### src/rtl/key_pkg.sv
// rtl/key_pkg.sv - shared key gesture state enum and counter sizing helper
package key_pkg;

  typedef enum logic [2:0] {
    IDLE,
    PRESSED,
    LONG_HELD,
    WAIT_SECOND,
    SECOND_PRESSED
  } key_state_t;

  function automatic int max3(input int a, input int b, input int c);
    int m;
    m = (a > b) ? a : b;
    return (m > c) ? m : c;
  endfunction

endpackage

### src/rtl/key_event_decoder_if.sv
// rtl/key_event_decoder_if.sv - key level in, gesture event pulses out
interface key_event_decoder_if;
  logic key_level;
  logic press_pulse;
  logic release_pulse;
  logic short_click;
  logic double_click;
  logic long_press;
  logic repeat_pulse;
  logic held;

  modport master (
    output key_level,
    input  press_pulse, release_pulse, short_click, double_click,
    input  long_press, repeat_pulse, held
  );

  modport slave (
    input  key_level,
    output press_pulse, release_pulse, short_click, double_click,
    output long_press, repeat_pulse, held
  );
endinterface

### src/rtl/key_edge_det.sv
// rtl/key_edge_det.sv - one-cycle delayed key level and rise/fall strobes
module key_edge_det (
  input  logic clk,
  input  logic rst,
  input  logic i_level,
  output logic o_rise,
  output logic o_fall
);

  logic r_level_d;

  always_ff @(posedge clk or posedge rst) begin
    if (rst) r_level_d <= 1'b0;
    else     r_level_d <= i_level;
  end

  assign o_rise = i_level & ~r_level_d;
  assign o_fall = ~i_level & r_level_d;

endmodule

### src/rtl/key_event_decoder.sv
// rtl/key_event_decoder.sv - key gesture classifier; KEY_REPEAT_EN adds auto-repeat while held long
module key_event_decoder
  import key_pkg::*;
#(
  parameter int LONG_CYCLES    = 20_000_000,
  parameter int DBL_GAP_CYCLES = 10_000_000,
  parameter int REPEAT_CYCLES  = 5_000_000
) (
  input logic clk,
  input logic rst,
  key_event_decoder_if.slave bus
);

  localparam int CNT_W = $clog2(max3(LONG_CYCLES, DBL_GAP_CYCLES, REPEAT_CYCLES)) + 1;
  localparam logic [CNT_W-1:0] LONG_LAST = CNT_W'(LONG_CYCLES - 1);
  localparam logic [CNT_W-1:0] GAP_LAST  = CNT_W'(DBL_GAP_CYCLES - 1);

  logic w_rise;
  logic w_fall;

  key_edge_det u_edge (
    .clk     (clk),
    .rst     (rst),
    .i_level (bus.key_level),
    .o_rise  (w_rise),
    .o_fall  (w_fall)
  );

  key_state_t       r_state;
  logic [CNT_W-1:0] r_cnt;
  logic             r_press, r_release, r_short, r_double, r_long, r_held;

`ifdef KEY_REPEAT_EN
  localparam int RPT_W = $clog2(REPEAT_CYCLES) + 1;
  localparam logic [RPT_W-1:0] RPT_LAST = RPT_W'(REPEAT_CYCLES - 1);
  logic [RPT_W-1:0] r_rpt;
  logic             r_repeat;
`endif

  // Edge events take priority over the counter thresholds in every state.
  always_ff @(posedge clk or posedge rst) begin
    if (rst) begin
      r_state   <= IDLE;
      r_cnt     <= '0;
      r_press   <= 1'b0;
      r_release <= 1'b0;
      r_short   <= 1'b0;
      r_double  <= 1'b0;
      r_long    <= 1'b0;
      r_held    <= 1'b0;
`ifdef KEY_REPEAT_EN
      r_rpt     <= '0;
      r_repeat  <= 1'b0;
`endif
    end else begin
      r_press   <= 1'b0;
      r_release <= 1'b0;
      r_short   <= 1'b0;
      r_double  <= 1'b0;
      r_long    <= 1'b0;
`ifdef KEY_REPEAT_EN
      r_repeat  <= 1'b0;
`endif
      if (r_state != IDLE && r_cnt != '1) r_cnt <= r_cnt + 1'b1;
      case (r_state)
        IDLE: begin
          if (w_rise) begin
            r_state <= PRESSED;
            r_cnt   <= '0;
            r_press <= 1'b1;
            r_held  <= 1'b1;
          end
        end
        PRESSED, SECOND_PRESSED: begin
          if (w_fall) begin
            r_state   <= (r_state == PRESSED) ? WAIT_SECOND : IDLE;
            r_cnt     <= '0;
            r_release <= 1'b1;
            r_double  <= (r_state == SECOND_PRESSED);
            r_held    <= 1'b0;
          end else if (r_cnt == LONG_LAST) begin
            r_state <= LONG_HELD;
            r_cnt   <= '0;
            r_long  <= 1'b1;
`ifdef KEY_REPEAT_EN
            r_rpt   <= '0;
`endif
          end
        end
        LONG_HELD: begin
          if (w_fall) begin
            r_state   <= IDLE;
            r_cnt     <= '0;
            r_release <= 1'b1;
            r_held    <= 1'b0;
          end
`ifdef KEY_REPEAT_EN
          else if (r_rpt == RPT_LAST) begin
            r_rpt    <= '0;
            r_repeat <= 1'b1;
          end else begin
            r_rpt <= r_rpt + 1'b1;
          end
`endif
        end
        WAIT_SECOND: begin
          if (w_rise) begin
            r_state <= SECOND_PRESSED;
            r_cnt   <= '0;
            r_press <= 1'b1;
            r_held  <= 1'b1;
          end else if (r_cnt == GAP_LAST) begin
            r_state <= IDLE;
            r_cnt   <= '0;
            r_short <= 1'b1;
          end
        end
        default: begin
          r_state <= IDLE;
          r_cnt   <= '0;
          r_held  <= 1'b0;
        end
      endcase
    end
  end

  assign bus.press_pulse   = r_press;
  assign bus.release_pulse = r_release;
  assign bus.short_click   = r_short;
  assign bus.double_click  = r_double;
  assign bus.long_press    = r_long;
  assign bus.held          = r_held;
`ifdef KEY_REPEAT_EN
  assign bus.repeat_pulse  = r_repeat;
`else
  assign bus.repeat_pulse  = 1'b0;
`endif

endmodule

### src/flat_wrapper.sv
// flat-port wrapper written by rule: the top's interface ports become plain ports
module key_event_decoder_flat import key_pkg::*;
#(
  parameter int LONG_CYCLES    = 20_000_000,
  parameter int DBL_GAP_CYCLES = 10_000_000,
  parameter int REPEAT_CYCLES  = 5_000_000
)
  (clk, rst, bus_key_level, bus_press_pulse, bus_release_pulse, bus_short_click, bus_double_click, bus_long_press, bus_repeat_pulse, bus_held);
  key_event_decoder_if bus_i ();
  input logic clk;
  input logic rst;
  input wire logic [$bits(bus_i.key_level)-1:0] bus_key_level;
  output wire logic [$bits(bus_i.press_pulse)-1:0] bus_press_pulse;
  output wire logic [$bits(bus_i.release_pulse)-1:0] bus_release_pulse;
  output wire logic [$bits(bus_i.short_click)-1:0] bus_short_click;
  output wire logic [$bits(bus_i.double_click)-1:0] bus_double_click;
  output wire logic [$bits(bus_i.long_press)-1:0] bus_long_press;
  output wire logic [$bits(bus_i.repeat_pulse)-1:0] bus_repeat_pulse;
  output wire logic [$bits(bus_i.held)-1:0] bus_held;
  assign bus_i.key_level = bus_key_level;
  assign bus_press_pulse = bus_i.press_pulse;
  assign bus_release_pulse = bus_i.release_pulse;
  assign bus_short_click = bus_i.short_click;
  assign bus_double_click = bus_i.double_click;
  assign bus_long_press = bus_i.long_press;
  assign bus_repeat_pulse = bus_i.repeat_pulse;
  assign bus_held = bus_i.held;
  key_event_decoder #(.LONG_CYCLES(LONG_CYCLES), .DBL_GAP_CYCLES(DBL_GAP_CYCLES), .REPEAT_CYCLES(REPEAT_CYCLES)) u_core (.clk(clk), .rst(rst), .bus(bus_i));
endmodule
### config.mk
export PLATFORM = sky130hd
export DESIGN_NAME = key_event_decoder_flat
export DESIGN_NICKNAME = d
export VERILOG_FILES = /design/src/rtl/key_pkg.sv /design/src/rtl/key_event_decoder_if.sv /design/src/rtl/key_edge_det.sv /design/src/rtl/key_event_decoder.sv /design/src/flat_wrapper.sv
export SDC_FILE = /design/constraint.sdc
export NUM_CORES = 1
export LEC_CHECK = 0
export ABC_AREA = 1
export CORE_MARGIN = 8
export CORE_UTILIZATION = 55
export CTS_BUF_LIST = sky130_fd_sc_hd__clkbuf_16
export DETAILED_ROUTE_END_ITERATION = 7
export GPL_ROUTABILITY_DRIVEN = 0
export PLACE_DENSITY = 0.79
export SLEW_MARGIN = 10
export SYNTH_ARGS = -nofsm -noshare
export SYNTH_HDL_FRONTEND = slang
export SYNTH_SLANG_ARGS = --single-unit
### constraint.sdc
create_clock -name clk -period 2.1 [get_ports clk]
set_input_delay 0.42 -clock clk [delete_from_list [all_inputs] [get_ports clk]]
set_output_delay 0.42 -clock clk [all_outputs]
set_load 0.02 [all_outputs]
* Word-level counts from Yosys, hierarchy flattened
Cells that the tools add are included.
Cells by class: $add $sub $neg 1, equal/unequal tests 13, multiplexer cells 31, bitwise gates (word level) 4, reductions and logical operators 8
Operators by type and width (number):
- 2-to-1 mux 26 bit | 7
- case mux 26 bit (4 select lines) | 1
- adder 26 x 1 -> 26 bit (second input constant) | 1
- equality test 26 x 24 -> 1 bit (second input constant) | 1
- equality test 26 x 25 -> 1 bit (second input constant) | 1
- inequality test 26 bit (second input constant) | 1
- 2-to-1 mux 3 bit | 6
- 2-to-1 mux 1 bit | 14
- case mux 3 bit (4 select lines) | 1
- equality test 3 x 2 -> 1 bit (second input constant) | 2
- inequality test 3 x 2 -> 1 bit (second input constant) | 2
- inequality test 2 x 1 -> 1 bit (second input constant) | 2
- inequality test 2 bit (second input constant) | 2
- AND reduction 4 bit | 1
- OR reduction 2 bit | 2
- equality test 3 x 1 -> 1 bit (second input constant) | 1
- equality test 3 bit (second input constant) | 1
- zero test 3 bit | 1
- nonzero test 3 bit | 1
- OR reduction 3 bit | 1
- bitwise AND 1 bit | 2
- 2-to-1 mux 2 bit | 1
- inverter 1 bit | 2
- case mux 1 bit (2 select lines) | 1
- 2 further kinds | 2
Word-level totals: flip-flop bits (word level) 36, output and inout bits 7, word-level logic and storage cells 66

* Depth between registers and ports, before layout
Gate-level depths: netlist of the first run.
depth after elaboration 6, mapped depth 12, gate-level depth less buffers 11

* Modules after synthesis
Synthesis of the first run repeated with hierarchy kept, for this count alone.
Second synthesis, totals: cells, all modules 373, area, all modules 2462.4 um^2
By module, submodules not included:
- key_event_decoder | instances 1, cells an instance 367, area each 2418.6 um^2
- key_edge_det | instances 1, cells an instance 6, area each 43.8 um^2

* Least setup slack after synthesis of the first run
OpenSTA, ideal clock, no wires.
path type register -> register, from register u_core.r_cnt[0], to register u_core.r_cnt[16], library setup time 121 ps, data arrival time 1622 ps, data required time 1979 ps, path slack 357 ps, cell stages (with the launch flop) 12, clock period less this slack 1743 ps, cell sequence dfrtp_1 -> ha_1 -> inv_2 -> nor2_8 -> nand2_4 -> nor2_2 -> nand2_1 -> nand2_2 -> nand2_4 -> nor2_8 -> buf_12 -> nor2_2
On the way: cells in the longest elaborated chain, start to end 6
Ends and longest elaborated chain:
- start: declaration | line key_event_decoder.sv:30 | logic [CNT_W-1:0] r_cnt;
- start signal: assignment | line key_event_decoder.sv:64 | if (r_state != IDLE && r_cnt != '1) r_cnt <= r_cnt + 1'b1;
- branches (longest 5 deep; another with adder 26 x 1 -> 26 bit)
- case mux 26 bit (4 select lines) * | line key_event_decoder.sv:65 | case (r_state)
Every way passes the cells marked *. A chain may end at the register's enable or synchronous reset.

* Worst setup path in the final report of the first run
from register u_core.r_cnt[1], to register u_core.r_cnt[2]
The elaborated chain is that of the path after synthesis.

==> results of run 1 <==
[routing by layer]
layer / share of wire / vias up
met5: 0 / -
met4: 0.019 / 0
met3: 0.084 / 16
met2: 0.45 / 106
met1: 0.45 / 1151
li1: - / 1278
[layout by cell type, fill, tap and decap left out, types with 6 or more instances in the layout]
cell               n
nor2_2            21
nand2_2            6
nor3_1             6
o21ai_0           11
xor2_1             8
nand4_1            6
buf_4              7
clkdlybuf4s50_1    8
o21ai_1           10
inv_1             40
nand3_1           16
nand2_1          138
nor2_1            67
dfrtp_1           36
[worst max path at each step]
stage                               start               end  slack (ns)  depth (start not counted)
after global routing      u_core.r_cnt[1]   u_core.r_cnt[2]        0.02                         11
after floorplan           u_core.r_cnt[0]  u_core.r_cnt[16]        0.36                         11
after CTS                 u_core.r_cnt[1]  u_core.r_cnt[25]        0.04                         10
after detailed placement    bus_key_level  u_core.r_cnt[25]       0.003                          8
final                     u_core.r_cnt[1]   u_core.r_cnt[2]        0.19                         11
after global placement      bus_key_level   u_core.r_cnt[3]        0.07                          8
[kinds of logic after synthesis]
kind of cell,count (synthesis),share of synthesized area
other,1,0.00139
buffers and inverters,56,0.106
XOR/XNOR,13,0.0422
AO/OA/AOI/OAI,27,0.0552
AND/OR/NAND/NOR,274,0.457
adder cells (fa/ha/maj),1,0.00464
flip-flops,36,0.334
[metrics by stage]
step,hold slack [ns],instances,instance area (µm²),power (µW)
after global placement,0.496,476,2790,3080
after global routing,0.556,486,2960,4350
final,0.503,486,2960,4040
after CTS,0.513,484,2930,3880
after detailed placement,0.500,476,2790,3140
after floorplan,0.451,408,2700,2950
[state kept, by name, indices dropped and copies added, names as in the netlist]
| register | count |
|---|---|
| u_core.bus.double_click | 1 |
| u_core.bus.held | 1 |
| u_core.bus.long_press | 1 |
| u_core.bus.press_pulse | 1 |
| u_core.bus.release_pulse | 1 |
| u_core.bus.short_click | 1 |
| u_core.r_cnt | 26 |
| u_core.r_state | 3 |
| u_core.u_edge.r_level_d | 1 |
[power by group through the flow]
| stage | combinational, µW | sequential [µW] | clock [µW] |
|---|---|---|---|
| after floorplan | 1860 | 1100 | 0 |
| after global placement | 1890 | 1190 | 0 |
| after detailed placement | 1940 | 1200 | 0 |
| after CTS | 1950 | 1190 | 738 |
| after global routing | 2350 | 1220 | 772 |
| final | 2110 | 1200 | 726 |
[worst min-delay path, delay by kind of cell, from the launching register on]
| kind | cells | cell delay [ns] |
|---|---|---|
| DFF | 1 | 0.34 |
| AOI/OAI and AO/OA | 2 | 0.13 |
[repair_timing]
action / 4_1_cts / 5_1_grt
setup endpoints to repair: 0 / 26
hold buffers: 0 / 0
resized for setup: 0 / 0
setup buffers: 0 / 1
[cell type report]
cell class / instances / area share
Clock buffer: 5 / 0.0423
Clock inverter: 3 / 0.00634
Inverter: 42 / 0.0533
Multi-Input combinational cell: 317 / 0.514
Sequential cell: 36 / 0.304
Tap cell: 67 / 0.0283
Timing Repair Buffer: 16 / 0.0516
==> metrics.md, run 1 <==
| Metric | Value |
|---|---|
| Die X | `between 80 and 90 µm` |
| CTS Sinks | `36` |
| Worst Hold Launch | `u_core.bus.held` |
| Reg2reg path depth | `11` |
| # DRC | `0` |
| Outcome | `completed` |
| Total Wirelength | `6590 µm` |
| Vias | `around 2.6k` |
| Achievable Freq | `approximately 520 MHz` |
| Drt pass-1 iters | `6` |
| Fin util | `0.627` |
| VDD IR max | `0.602 mV` |
| Clock buffer depth | `2` |
| Fin crit share | `0.910` |
| ANT cells | `0` |
| Warning count from the yosys run | `0` |
| Met1 global-route usage | `0.234` |
| Max Cap Viol | `0` |
| Io pins | `10` |
| Area grow syn2layout | `9.79%` |
| HP Class | `flop to flop` |
| Clock root cell | `clkbuf_16` |
| Cell taking the most area after synthesis | `dfrtp_1` |
| # fillers | `between 400 and 500` |
| Syn Nets | `~410` |
| Tmin final | `1.91 ns` |
| Worst R2R End | `u_core.r_cnt[2]` |
| Startpoint Class | `flop` |
| PnR worst setup slack | `about 0.19 ns` |
| Starting Density | `0.571` |
| RSZ-0062 raised after global routing | `false` |
| Critical path, cell by cell | `ha_1, inv_2, nor2_8, nand2_4, nor2_4, nand2_1, nand2_2, inv_2, nand3_1, nand2_1, nor2_1` |
| Die area | `approximately 0.0074 mm²` |
| Most common flop cell mapped by yosys | `dfrtp_1` |
| Area occupied by multi-input gates | `approximately 0.0015 mm²` |
| Vias in the first global route | `about 2.3k` |
| DP Worst Slack | `0.00339 ns` |
| Clock latency on the worst-skew pair | `about 0.28 ns` |
| Number of I/O port buffers | `8` |
| Drt initial violations | `between 300 and 400` |
| Top-area cell type share of the netlist area | `0.334` |
| Int Pwr | `~2100 µW` |
| M2 GR Usage | `0.280` |
| Setup tns final | `0 ns` |
| Post-Syn Instances | `between 400 and 500` |
| Chip height | `around 86 µm` |
| Clock Power Share | `0.180` |
| Final hold vios | `0` |
| Gr usage total | `0.180` |
| Net Switching | `between 1500 and 2000 µW` |
| EDFF count, synth | `0` |
| First-pass GRT wire length | `roughly 11000 µm` |
| Worst Hold End | `u_core.bus.held` |
| Top-count cell post-synth | `nand2_1` |
| Layout cell share with drive strength beyond 1 | `0.131` |
| Hold depth | `2` |
| Max Clock Skew | `slightly above 0.005 ns` |
| Initial antenna violation count | `0` |
| Part of the power in combinational logic | `0.522` |
| FP Rows | `25` |
| Ys async rst share | `1.00` |
| Busiest layer in global routing | `met2` |
| Crit path max fanout | `31` |
| Clock-pin slew on the worst setup and hold paths | `0.06 ns` |
| Worst path buffer plus inverter count | `2` |
| Worst EP required | `~2.3 ns` |
| Seq pwr share | `0.298` |
| Core area | `~0.0047 mm²` |
| Crit Path Class | `flop to flop` |
| TritonCTS buffer count | `5` |
| Synth top cells by count | `nand2_1 (138), nor2_1 (67), inv_1 (40)` |
| Leakage power | `about 0.0014 µW` |
| Pwr dens | `approximately 1400 mW/mm²` |
| Reg2reg start | `u_core.r_cnt[1]` |
| Avg Cell Area, Syn | `approximately 6.6 µm²` |
| TritonCTS clock tree | `yes` |
| Nets | `~420` |
| Number of synthesized register bits | `36` |
| Endpoints failing setup | `0` |
| Via density | `~5.2` |
| DP Wirelength | `approximately 4600 µm` |
| Antenna-violating nets left | `0` |
| Mapped cell area | `about 0.0027 mm²` |
| Average wire per standard cell | `13.5 µm` |
| CP peak stage delay | `slightly below 0.4 ns` |
| Pins Over Slew Limit | `0` |
| Slowest CP cell | `dfrtp_1` |
| Crit. End Element | `flop` |
| CP top delay family | `simple AND/OR/NAND/NOR gates` |
| Largest net degree at the start of global routing | `37` |
| Worst Path Arrival | `2.07 ns` |
| CTS H-tree depth | `2` |
| Total gr overflow | `0` |
| Switching Fraction | `0.485` |
| Reg area | `roughly 900 µm²` |
| Synth unique cells | `32` |
| Sequential fraction of the synthesis area | `0.334` |
| Synth area leaders | `dfrtp_1 (33%), nand2_1 (19%), nor2_1 (9.3%), inv_1 (5.6%), nor2_2 (4.9%)` |
| Met3 Use GR | `0.0478` |
| Setup slack, reg-to-reg | `roughly 0.19 ns` |
Note: power is estimated with default switching activity, not from simulation.
==> run 2: changes to the inputs <==
--- a/config.mk
+++ b/config.mk
@@ -11,7 +11,8 @@
 export CTS_BUF_LIST = sky130_fd_sc_hd__clkbuf_16
 export DETAILED_ROUTE_END_ITERATION = 7
 export GPL_ROUTABILITY_DRIVEN = 0
-export PLACE_DENSITY = 0.79
+export PLACE_DENSITY = 0.82
+export SETUP_SLACK_MARGIN = 0.05
 export SLEW_MARGIN = 10
 export SYNTH_ARGS = -nofsm -noshare
 export SYNTH_HDL_FRONTEND = slang
==> constraint.sdc (replaced) <==
create_clock -name clk -period 1.7 [get_ports clk]
set_input_delay 0.34 -clock clk [delete_from_list [all_inputs] [get_ports clk]]
set_output_delay 0.34 -clock clk [all_outputs]
set_load 0.02 [all_outputs]
==> run 2 against run 1 <==
The flow now finishes with violations (setup timing). Non-clock buffer count is 48 higher. Power grew 58%. First-iteration DRC count up 41%. Global-route usage up 1.7 points. Critical endpoint unchanged. Largest power group unchanged. Count of clock-buffer cells in the layout unchanged. Final area up 19%. Final cell count grew 9.7%. Clock skew rose by 0.0011 ns. Sequential share of layout area decreased by 4.7 points. Core utilization up 12 points. Die area stayed put.
==> metrics.md, run 2 (synthesized netlist as in run 1, its figures left out) <==
| Metric | Value |
|---|---|
| Clock root cell | `clkbuf_16 (unchanged)` |
| Largest register by flop count | `u_core.r_cnt (unchanged)` |
| Vias | `2886 (was 2551)` |
| RSZ-0062 raised after global routing | `true (was false)` |
| Hold WS | `0.413 ns (was 0.503 ns)` |
| Initial antenna violation count | `0 (unchanged)` |
| DP Worst Slack | `-0.113 ns (was 0.00339 ns)` |
| Layout cell share with drive strength beyond 1 | `0.264 (was 0.131)` |
| Dpl cell area | `0.00310 mm² (was 0.00279 mm²)` |
| Power Total | `6390 µW (was 4040 µW)` |
| # DRC | `0 (unchanged)` |
| First-pass GRT wire length | `11500 µm (was 10600 µm)` |
| Worst EP required | `1.88 ns (was 2.26 ns)` |
| Max Clock Skew | `0.00624 ns (was 0.00511 ns)` |
| Total gr overflow | `0 (unchanged)` |
| Pins Over Slew Limit | `0 (unchanged)` |
| Number of I/O port buffers | `8 (unchanged)` |
| FP Rows | `25 (unchanged)` |
| Outcome | `complete, but fails checks (was completed)` |
| TritonCTS clock tree | `yes (unchanged)` |
| Core area | `0.00472 mm² (unchanged)` |
| Reg2reg path depth | `12 (was 11)` |
| Clock latency on the worst-skew pair | `0.28 ns (about the same)` |
| HP Class | `primary input to asynchronous set/reset pin (was flop to flop)` |
| CTS Sinks | `36 (unchanged)` |
| Endpoints failing setup | `25 (was 0)` |
| Gr usage total | `0.197 (was 0.180)` |
| Failing checks | `setup timing` |
| TritonCTS buffer count | `5 (unchanged)` |
| Top sig layer | `met4 (unchanged)` |
| Area grow syn2layout | `30.8% (was 9.79%)` |
| CTS H-tree depth | `2 (unchanged)` |
| DR WL met3 | `666 µm (was 551 µm)` |
| Largest registers | `u_core.r_cnt x26, u_core.r_state x3 (unchanged)` |
| Crit path max fanout | `6 (was 31)` |
| Drt initial violations | `437 (was 309)` |
| VDD IR max | `1.01 mV (was 0.602 mV)` |
| Largest net degree at the start of global routing | `37 (unchanged)` |
| Fin area | `0.00353 mm² (was 0.00296 mm²)` |
| PnR worst setup slack | `-0.0672 ns (was 0.188 ns)` |
| Startpoint Class | `flop (unchanged)` |
| Fin crit share | `1.04 (was 0.910)` |
| Achievable Freq | `566 MHz (was 523 MHz)` |
| Clock buffer depth | `2 (unchanged)` |
| Average wire per standard cell | `13.9 µm (was 13.5 µm)` |
| Max Cap Viol | `0 (unchanged)` |
| Crit. End Element | `flop (unchanged)` |
| DP Wirelength | `5120 µm (was 4610 µm)` |
| Io pins | `10 (unchanged)` |
| Pwr dens | `1810 mW/mm² (was 1360 mW/mm²)` |
| Vias in the first global route | `2509 (was 2295)` |
| ANT cells | `0 (unchanged)` |
| Die area | `0.00740 mm² (unchanged)` |
| Die X | `86.0 µm (unchanged)` |
| Setup tns final | `-1.37 ns (was 0 ns)` |
| Drt pass-1 iters | `6 (unchanged)` |
| Final hold vios | `0 (unchanged)` |
| Leakage power | `0.00166 µW (was 0.00138 µW)` |
| Number of flip-flops in the largest register | `26 (unchanged)` |
| Worst Path Arrival | `1.94 ns (was 2.07 ns)` |
| Tmin final | `1.77 ns (was 1.91 ns)` |
| M1 WL | `3020 µm (was 2970 µm)` |
| WL met2 | `3450 µm (was 2930 µm)` |
| Clock-pin slew on the worst setup and hold paths | `0.06 ns (about the same)` |
| Via density | `5.41 (was 5.25)` |
| Antenna-violating nets left | `0 (unchanged)` |
| Chip height | `86.0 µm (unchanged)` |
| Total Wirelength | `7420 µm (was 6590 µm)` |
| Commonest non-fill, non-tap cell in the layout | `nand2_1 (unchanged)` |
| Leading cell types in the layout, fill and taps excluded | `nand2_1 (136), nor2_1 (57), buf_4 (47) (was nand2_1 (138), nor2_1 (67), inv_1 (40))` |
| Nets | `469 (was 422)` |
| Crit Path Class | `flop to flop (unchanged)` |
| Starting Density | `0.571 (unchanged)` |
-- run 2: cell types whose count changed in the layout (fill, tap and decap cells not counted), moves of 2 or more --
cell     delta
buf_12      +4
nand2_2     +2
o21ai_2     +2
nor2_4      +5
nor2_1     -10
o21ai_1     -2
buf_4      +40
dfrtp_1     -5
buf_6       +2
nand2_1     -2
nor2_2      +4
dfrtp_2     +5
-- run 2: power by group --
group	leakage (µW)	internal, µW	switching, µW
logic	0.00110	1780	2150
clock network	0.0000850	683	341
registers	0.000468	1140	302
total	0.00166	3600	2790
-- run 2: path summary, 6_finish.rpt --
check / to / from / slack, ns
setup / recovery: u_core.r_cnt[2] / u_core.r_cnt[13] / -0.07
hold / removal: u_core.r_cnt[6] / rst / 0.41
setup reg to reg: u_core.r_cnt[2] / u_core.r_cnt[13] / -0.07
hold reg to reg: u_core.bus.held / u_core.bus.held / 0.56
max in group asynchronous: u_core.r_cnt[20] / rst / 1.08
min in group clk: u_core.u_edge.r_level_d / bus_key_level / 0.53
-- run 2: layout make-up --
type | count | area (µm²)
flip-flops and latches | 36 | 907
clock buffers | 5 | 125
inverters | 42 | 160
repair buffers | 64 | 608
fillers | 332 | 1200
multi-input cells | 316 | 1600
well taps | 67 | 83.8
clock inverters | 3 | 38.8
-- run 2: layer usage --
layer,GRT usage,vias to the layer above
met5,0,-
met3,0.0353,37
met4,0.116,0
li1,-,1371
met2,0.315,169
met1,0.241,1309
-- run 2: worst max-delay path, cell delays in order, from the launching register on --
cell and delay, ns:
dfrtp_1 0.41, inv_1 0.09, buf_4 0.16, nor2_1 0.09
nand3_1 0.08, nor2_1 0.11, nand2_1 0.09, nand2_2 0.10
nand2_4 0.08, nor2_8 0.14, buf_6 0.13, buf_12 0.14
nor2_2 0.04
-- run 2: what timing repair did --
| item | CTS | global route |
|---|---|---|
| resized for setup | 3 | 27 |
| setup endpoints to repair | 26 | 29 |
| hold buffers | 0 | 0 |
| gates cloned | 1 | 1 |
| buffers inserted | 4 | 11 |
| pin swaps | 5 | 8 |
-- run 2: per-stage QoR --
step / cells / util
2_1_floorplan: 408 / -
3_3_place_gp: 508 / 0.657
3_5_place_dp: 508 / 0.657
4_1_cts: 521 / 0.707
5_1_grt: 533 / 0.746
6_report: 533 / 0.746
